--- src/rtl/wb_farbborg_pkg.sv ---
// Shared types, defaults and helpers for the farbborg frame-buffer loader.
package wb_farbborg_pkg;

    typedef enum logic {
        ST_IDLE  = 1'b0,
        ST_WRITE = 1'b1
    } state_t;

    localparam int unsigned FRAME_LEN_DEF = 375;  // 5x5x5 voxels x RGB
    localparam int unsigned ADR_W_DEF     = 13;
    localparam int unsigned WD_W          = 16;   // watchdog counter width

    // One-hot Wishbone byte select for an 8-bit write into a 32-bit lane.
    function automatic logic [3:0] sel_onehot(input logic [1:0] adr_lo);
        return 4'b0001 << adr_lo;
    endfunction

endpackage

--- src/rtl/wb_farbborg_loader.sv ---
// Wishbone master that writes a byte stream into the farbborg frame buffer,
// one single-beat write per byte, with address auto-increment, frame wrap and
// a per-cycle ack watchdog.
//
//   state    | meaning
//   ---------+-----------------------------------------------------------
//   ST_IDLE  | s_ready high, bus idle, waiting for a byte
//   ST_WRITE | cyc/stb/we high with adr/dat held, waiting for ack or timeout
module wb_farbborg_loader
    import wb_farbborg_pkg::*;
#(
    parameter int unsigned FRAME_LEN = FRAME_LEN_DEF,
    parameter int unsigned BASE_ADR  = 0,
    parameter int unsigned ADR_W     = ADR_W_DEF,
    parameter int unsigned TIMEOUT   = 255
) (
    input  logic             clk,
    input  logic             reset,
    input  logic [7:0]       s_data,
    input  logic             s_sof,
    input  logic             s_valid,
    output logic             s_ready,
    output logic [ADR_W-1:0] wb_adr_o,
    output logic [7:0]       wb_dat_o,
    output logic [3:0]       wb_sel_o,
    output logic             wb_cyc_o,
    output logic             wb_stb_o,
    output logic             wb_we_o,
    input  logic             wb_ack_i,
    output logic             busy,
    output logic             frame_done,
    output logic             err_timeout
);

    localparam logic [ADR_W-1:0] BASE    = ADR_W'(BASE_ADR);
    localparam logic [ADR_W-1:0] LAST    = ADR_W'(FRAME_LEN - 1);
    // Down-counter: loaded on accept, terminal count 0 lands on edge N+TIMEOUT.
    localparam logic [WD_W-1:0]  WD_LOAD = WD_W'(TIMEOUT - 1);

    state_t           state, state_nxt;
    logic [ADR_W-1:0] ptr, ptr_nxt;      // offset the next non-sof byte goes to
    logic [ADR_W-1:0] off, off_nxt;      // offset of the byte in flight
    logic [ADR_W-1:0] adr_q, adr_nxt;
    logic [7:0]       dat_q, dat_nxt;
    logic [WD_W-1:0]  wd, wd_nxt;
    logic             done_q, done_nxt;
    logic             err_q, err_nxt;

    // State and datapath registers with synchronous reset.
    always_ff @(posedge clk) begin
        if (reset) begin
            state  <= ST_IDLE;
            ptr    <= '0;
            off    <= '0;
            adr_q  <= BASE;
            dat_q  <= '0;
            wd     <= '0;
            done_q <= 1'b0;
            err_q  <= 1'b0;
        end else begin
            state  <= state_nxt;
            ptr    <= ptr_nxt;
            off    <= off_nxt;
            adr_q  <= adr_nxt;
            dat_q  <= dat_nxt;
            wd     <= wd_nxt;
            done_q <= done_nxt;
            err_q  <= err_nxt;
        end
    end

    // Next-state, pointer advance and watchdog logic.
    always_comb begin
        state_nxt = state;
        ptr_nxt   = ptr;
        off_nxt   = off;
        adr_nxt   = adr_q;
        dat_nxt   = dat_q;
        wd_nxt    = wd;
        done_nxt  = 1'b0;
        err_nxt   = 1'b0;
        case (state)
            ST_IDLE: begin
                if (s_valid) begin
                    off_nxt   = s_sof ? '0 : ptr;
                    adr_nxt   = BASE + (s_sof ? '0 : ptr);
                    dat_nxt   = s_data;
                    wd_nxt    = WD_LOAD;
                    state_nxt = ST_WRITE;
                end
            end
            ST_WRITE: begin
                if (wb_ack_i || (wd == '0)) begin
                    // A timed-out byte still consumes its slot so the frame
                    // stays aligned; ack wins when both land on the same edge.
                    ptr_nxt   = (off == LAST) ? '0 : off + 1'b1;
                    done_nxt  = wb_ack_i && (off == LAST);
                    err_nxt   = !wb_ack_i;
                    wd_nxt    = '0;
                    state_nxt = ST_IDLE;
                end else begin
                    wd_nxt = wd - 1'b1;
                end
            end
            default: state_nxt = ST_IDLE;
        endcase
    end

    assign s_ready     = (state == ST_IDLE);
    assign busy        = (state == ST_WRITE);
    assign wb_cyc_o    = busy;
    assign wb_stb_o    = busy;
    assign wb_we_o     = busy;
    assign wb_adr_o    = adr_q;
    assign wb_dat_o    = dat_q;
    assign wb_sel_o    = sel_onehot(adr_q[1:0]);
    assign frame_done  = done_q;
    assign err_timeout = err_q;

endmodule

--- config.mk ---
export PLATFORM = sky130hd
export DESIGN_NAME = wb_farbborg_loader
export DESIGN_NICKNAME = d
export VERILOG_FILES = /design/src/rtl/wb_farbborg_pkg.sv /design/src/rtl/wb_farbborg_loader.sv
export SDC_FILE = /design/constraint.sdc
export NUM_CORES = 1
export LEC_CHECK = 0
export BUFFER_PORTS_ARGS = -buffer_cell sky130_fd_sc_hd__buf_2
export CORE_UTILIZATION = 56
export CTS_CLUSTER_DIAMETER = 200
export DETAILED_ROUTE_END_ITERATION = 8
export GPL_TIMING_DRIVEN = 0
export PLACE_DENSITY = 0.76
export SLEW_MARGIN = 20
export SYNTH_ARGS = -nofsm -noshare
export SYNTH_HDL_FRONTEND = slang
export SYNTH_SLANG_ARGS = --single-unit
--- constraint.sdc ---
create_clock -name clk -period 2.3 [get_ports clk]
set_input_delay 0.115 -clock clk [delete_from_list [all_inputs] [get_ports clk]]
set_output_delay 0.115 -clock clk [all_outputs]
set_load 0.005 [all_outputs]
==> results of run 1 <==
==> logic make-up after synthesis <==
kind of cell,synth area share (%)
compound gates,20.9
xor+xnor,2.64
flops,40.0
buf+inv,6.36
mux,0.377
simple gates,27.4
fa+ha+maj,2.36
==> routing by layer <==
layer | GRT usage [%] | vias to the layer above
met5 | 0 | -
met4 | 9.78 | 0
met3 | 3.99 | 12
met2 | 47.3 | 109
met1 | 38.2 | 1230
li1 | - | 1301
==> cell usage in the layout (no fill, tap or decap), drive strengths merged, types with 4 or more instances in the layout <==
master | synthesis | final
dfxtp | 53 | 53
buf | 10 | 52
nand2 | 40 | 40
a21oi | 39 | 39
clkbuf | 16 | 23
nor3 | 16 | 16
nand4 | 15 | 15
o21ai | 15 | 15
inv | 14 | 14
nand3b | 11 | 11
nor4 | 10 | 10
nor2 | 9 | 9
nand3 | 8 | 8
a31oi | 7 | 7
xnor2 | 7 | 7
o31ai | 5 | 5
a211oi | 5 | 5
or3 | 5 | 5
ha | 5 | 5
a41oi | 4 | 4
==> worst max-delay path: stages (launching register included) <==
cell and delay [ns]:
dfxtp_1 0.38, nor4_2 0.66, nand4_2 0.40, clkbuf_1 0.34
a31oi_1 0.23, a31oi_1 0.05
==> final cells by class <==
| class | count | area [um^2] | area share, % |
|---|---|---|---|
| inverters | 14 | 52.6 | 1.73 |
| repair buffers | 42 | 210 | 6.91 |
| multi-input cells | 236 | 1440 | 47.2 |
| plain buffers | 26 | 116 | 3.82 |
| well taps | 52 | 65.1 | 2.14 |
| clock inverters | 1 | 5.00 | 0.164 |
| flip-flops and latches | 53 | 1060 | 34.9 |
| clock buffers | 7 | 96.3 | 3.16 |
==> what timing repair did <==
action / 4_1_cts / 5_1_grt
gates resized for setup: 1 / 1
hold buffers: 0 / 0
setup endpoints to repair: 8 / 23
==> metrics by stage <==
step           hold slack [ns]  util [%]  worst slack, ns  total power, mW  setup TNS [ns]
2_1_floorplan            0.251         -            0.454             1.31               0
3_3_place_gp             0.357      65.9          -0.0230             1.43         -0.0617
3_5_place_dp             0.364      65.9          -0.0644             1.44          -0.394
4_1_cts                 0.0335      68.4           0.0119             2.01               0
5_1_grt                 0.0473      68.5          0.00693             2.11               0
6_report                0.0417      68.5            0.117             2.00               0
==> power by group <==
part / total [mW] / switching [mW] / internal [mW]
combinational: 0.409 / 0.262 / 0.146
sequential: 1.02 / 0.0532 / 0.968
clock: 0.572 / 0.299 / 0.273
==> flip-flops by register name, summed over array words and instances (netlist names) <==
signal and cells:
wd 16, ptr 13, wb_adr_o 13, wb_dat_o 8
busy 1, err_timeout 1, frame_done 1
==> worst min path at each step <==
stage,startpoint,end,slack (ns),cells past startpoint
floorplan,s_data[0],wb_dat_o[0],0.25,2
global placement,s_data[7],wb_dat_o[7],0.36,3
detailed placement,s_data[6],wb_dat_o[6],0.36,3
CTS,s_data[7],wb_dat_o[7],0.03,3
global route,s_data[2],wb_dat_o[2],0.05,3
finish,s_data[3],wb_dat_o[3],0.04,3
==> run metrics, run 1 <==
crit path DAT 2.37 ns; Worst Setup SP wd[4]; Slew @ Worst Pin 0.966 ns; met1 WL 3030 um; Longest Clk Path Bufs 2; worst vdd ir 0.000464 V; design area 0.00304 mm^2; outcome finished, final reports clean; 1st-pass router iterations 7; I/O pins 45; final cell count without fillers 431; reg2reg end wd[9]; DR top layer met4; worst r2r src wd[4]; Yosys warnings 0; RSZ-0062 raised after global routing false; total grt overflow 0; placed cell area 0.00293 mm^2; CP endpoint kind flop; GRT Util Overall 28.5%; FILL cells 382; Yosys cell types 46; async set or reset register ratio after synthesis 0%; most common cell in the synthesized netlist dfxtp_1; drt via density 6.15; final slew viol count 0; Iter 0 DRT Violations 270; pin count of the biggest net entering global routing 16; syn_area_per_cell 8.07 um^2; post-synthesis sequential area ratio 40.0%; top cell type's share of synthesized area 40.0%; initial antenna violation count 0; Seq cells post-synth 53; Worst Reg-to-Reg Cells 5; Netlist Area Pre-Place 0.00265 mm^2; register clock-pin slew on the reported worst setup and hold paths 0.09 ns; crit-path max FO 10; Pleak 1.10 nW; Post-synth EDFFs 0; Primary FF master, synth dfxtp_1; gpl congestion 0.908; pwr dens 658 mW/mm^2; crit path capture wd[9]; min-delay worst type in2reg; final wirelength 6760 um; FMAX 458 MHz; Max-Cap Viols 0; top post-synthesis cells by count 53 x dfxtp_1, 40 x nand2_1, 39 x a21oi_1; top cells by area, synth dfxtp_1 40%, a21oi_1 7.4%, nand2_1 5.7%; Residual DRC 0; CP Launch Type flop; layout cells sized above 1 17.2%; DP Cell Count 423; Via Count 2652; Req. time, crit path 2.48 ns; Fin Clk Skew 0.00381 ns; nets 396; row count 24; HPWL after detailed placement 4860 um; die area 0.00502 mm^2; Reg2Reg Setup Slack 0.12 ns; vias in the first global route 2424; CORE AREA 0.00444 mm^2; largest area contributor in the netlist dfxtp_1; # diodes 0; met2 wire length 3230 um; Setup Viol. Count Final 0; final worst-path cycle share 94.9%; crit path time final 2.18 ns; Slew headroom 35.0%; WL per Instance 15.7 um; worst setup path category reg2reg; postcts setup bufs 0; Root Driver clkbuf_8; global-route wire length before repair 11500 um; clk_lat worst skew 0.30 ns; Die W 70.8 um; number of H-tree levels 2; wire length on met3 385 um; DIE HEIGHT 70.8 um; hold violation count in the final report 0; post-route ant nets 0; syn_nets 347; P&R area growth vs syn 14.7%; Synth Instances 329; CTS Sinks 53; Initial Utilization 59.7%; CTS tree built; CTS buffer count 5; PortBufs 42
(Power assumes the default switching activity.)
==> run 2: changes to the inputs <==
--- a/config.mk
+++ b/config.mk
@@ -5,12 +5,14 @@
 export SDC_FILE = /design/constraint.sdc
 export NUM_CORES = 1
 export LEC_CHECK = 0
+export ABC_AREA = 0
 export BUFFER_PORTS_ARGS = -buffer_cell sky130_fd_sc_hd__buf_2
-export CORE_UTILIZATION = 56
+export CORE_UTILIZATION = 58
+export CTS_BUF_LIST = sky130_fd_sc_hd__clkbuf_2 sky130_fd_sc_hd__clkbuf_4 sky130_fd_sc_hd__clkbuf_8
 export CTS_CLUSTER_DIAMETER = 200
 export DETAILED_ROUTE_END_ITERATION = 8
 export GPL_TIMING_DRIVEN = 0
-export PLACE_DENSITY = 0.76
+export PLACE_DENSITY = 0.78
 export SLEW_MARGIN = 20
 export SYNTH_ARGS = -nofsm -noshare
 export SYNTH_HDL_FRONTEND = slang
==> run 2 against run 1 <==
Net effect: register-to-register slack gained 0.02 ns; fmax rose by 0.81%; die area fell by 3.4%; sequential power is essentially flat; critical path depth is the same; power rose by 5.6%; critical path type unchanged; hold slack got worse by 0.0055 ns; non-clock buffer count unchanged; critical endpoint unchanged; global-route usage rose by 0.38 points; clock skew is 0.0045 ns higher.
==> run metrics, run 2 (synthesis results as in run 1) <==
nets 396; outcome finished, final reports clean; hold buffers post-CTS 0; most frequent cells in the layout 53 x dfxtp_1, 45 x buf_2, 40 x nand2_1; Root Driver clkbuf_8; crit path DAT 2.35 ns; CTS buffer count 5; placed cell area 0.00293 mm^2; global-route wire length before repair 11400 um; most common cell after layout, fill and taps aside dfxtp_1; Initial Utilization 60.5%; drt via density 6.21; register clock-pin slew on the reported worst setup and hold paths 0.09 ns; I/O pins 45; CP delay by family, top simple AND/OR/NAND/NOR gates; post-route ant nets 0; switching share of power 29.6%; FILL cells 373; Slew @ Worst Pin 0.972 ns; Setup TNS 0 ns; final worst-path cycle share 94.2%; number of H-tree levels 2; overall power after layout 2.11 mW; HPWL after detailed placement 4850 um; Req. time, crit path 2.49 ns; die area 0.00485 mm^2; crit path time final 2.17 ns; final wirelength 7030 um; register area 0.00106 mm^2; vias in the first global route 2373; Max-Cap Viols 0; area taken by multi-input logic gates 0.00146 mm^2; Longest Clk Path Bufs 2; Switching Power 0.627 mW; min-delay worst type in2reg; max reg flops 16; Pleak 1.12 nW; Via Count 2677; postcts setup bufs 0; Gate power share 20.2%; clk_lat worst skew 0.31 ns; clock network fraction of total power 31.4%; layout cells sized above 1 17.2%; total grt overflow 0; crit-path max cell delay 0.68 ns; Iter 0 DRT Violations 259; row count 24; final cell count without fillers 431; # diodes 0; 1st-pass router iterations 5; power share of the sequential group 48.4%; crit-path max FO 10; initial antenna violation count 0; Setup Viol. Count Final 0; worst vdd ir 0.000441 V; DIE HEIGHT 69.6 um; Crit-path slowest cell nor3_1; Slew headroom 34.6%; Residual DRC 0; P&R area growth vs syn 16.3%; gpl congestion 0.900; worst setup path category reg2reg; WP buf/inv 1; final slew viol count 0; GRT Util Overall 28.9%; CTS tree built; CP endpoint kind flop; pin count of the biggest net entering global routing 16; pwr dens 685 mW/mm^2; WL per Instance 16.3 um; design area 0.00309 mm^2; DP Cell Count 423; crit-path cells nor3_1 -> nand4_2 -> clkbuf_1 -> a31oi_1 -> a31oi_1; internal power 1.49 mW; Largest Register wd; Fin Clk Skew 0.00832 ns; CP Launch Type flop; crit-path most repeated cell a31oi_1; hold violation count in the final report 0; PortBufs 42; FMAX 462 MHz; CORE AREA 0.00438 mm^2; CTS Sinks 53; Die W 69.6 um; post-layout utilization of the core 70.4%
## run 2: cell types whose count changed in the layout (fill, tap and decap cells not counted), sizes merged
| cell | before | now |
|---|---|---|
| bufinv | 0 | 1 |
| clkinv | 1 | 0 |
## run 2: worst register-to-register path, cell delays in order, from the launching register on
cell and delay [ns]:
dfxtp_1 0.38, nor3_1 0.68, nand4_2 0.37, clkbuf_1 0.35
a31oi_1 0.23, a31oi_1 0.05
## run 2: cell type report
class                      count  share of cell area [%]
buffer                        26                    3.77
clock buffer                   7                    2.92
clock inverter                 1                   0.973
inverter                      14                    1.70
multi-input combinational    236                    47.3
sequential                    53                    34.4
tap                           52                    2.11
timing repair buffer          42                    6.81
## run 2: power by group through the flow
stage,clock network (mW),logic [mW],registers [mW]
after global routing,0.708,0.460,1.04
after floorplan,0,0.284,1.03
after detailed placement,0,0.396,1.04
after CTS,0.674,0.406,1.02
final,0.664,0.427,1.02
after global placement,0,0.389,1.04
## run 2: what timing repair did
| action | CTS | global route |
|---|---|---|
| resized for setup | 3 | 2 |
| endpoints found under the setup margin | 8 | 2 |
| hold endpoints to repair | 0 | 0 |
## run 2: metal layers
metal  part of all wire, %  track usage [%]
met1                    44             37.7
met2                    49             48.0
met5                     0                0
met3                   5.3             4.80
met4                   1.5             10.7
## run 2: path summary, 6_finish.rpt
| path | slack (ns) | depth (start not counted) | endpoint | start |
|---|---|---|---|---|
| worst max-delay path | 0.13 | 5 | wd[9] | wd[9] |
| worst min-delay path | 0.04 | 3 | wb_dat_o[5] | s_data[5] |
| worst max register to register | 0.13 | 5 | wd[9] | wd[9] |
| worst min register to register | 0.46 | 2 | wb_dat_o[1] | wb_dat_o[1] |
## run 2: metrics by stage
step           setup WS (ns)  hold WS [ns]
2_1_floorplan          0.454         0.251
3_3_place_gp         -0.0279         0.357
3_5_place_dp          -0.102         0.362
4_1_cts                0.156        0.0325
5_1_grt              -0.0164        0.0383
6_report               0.134        0.0362
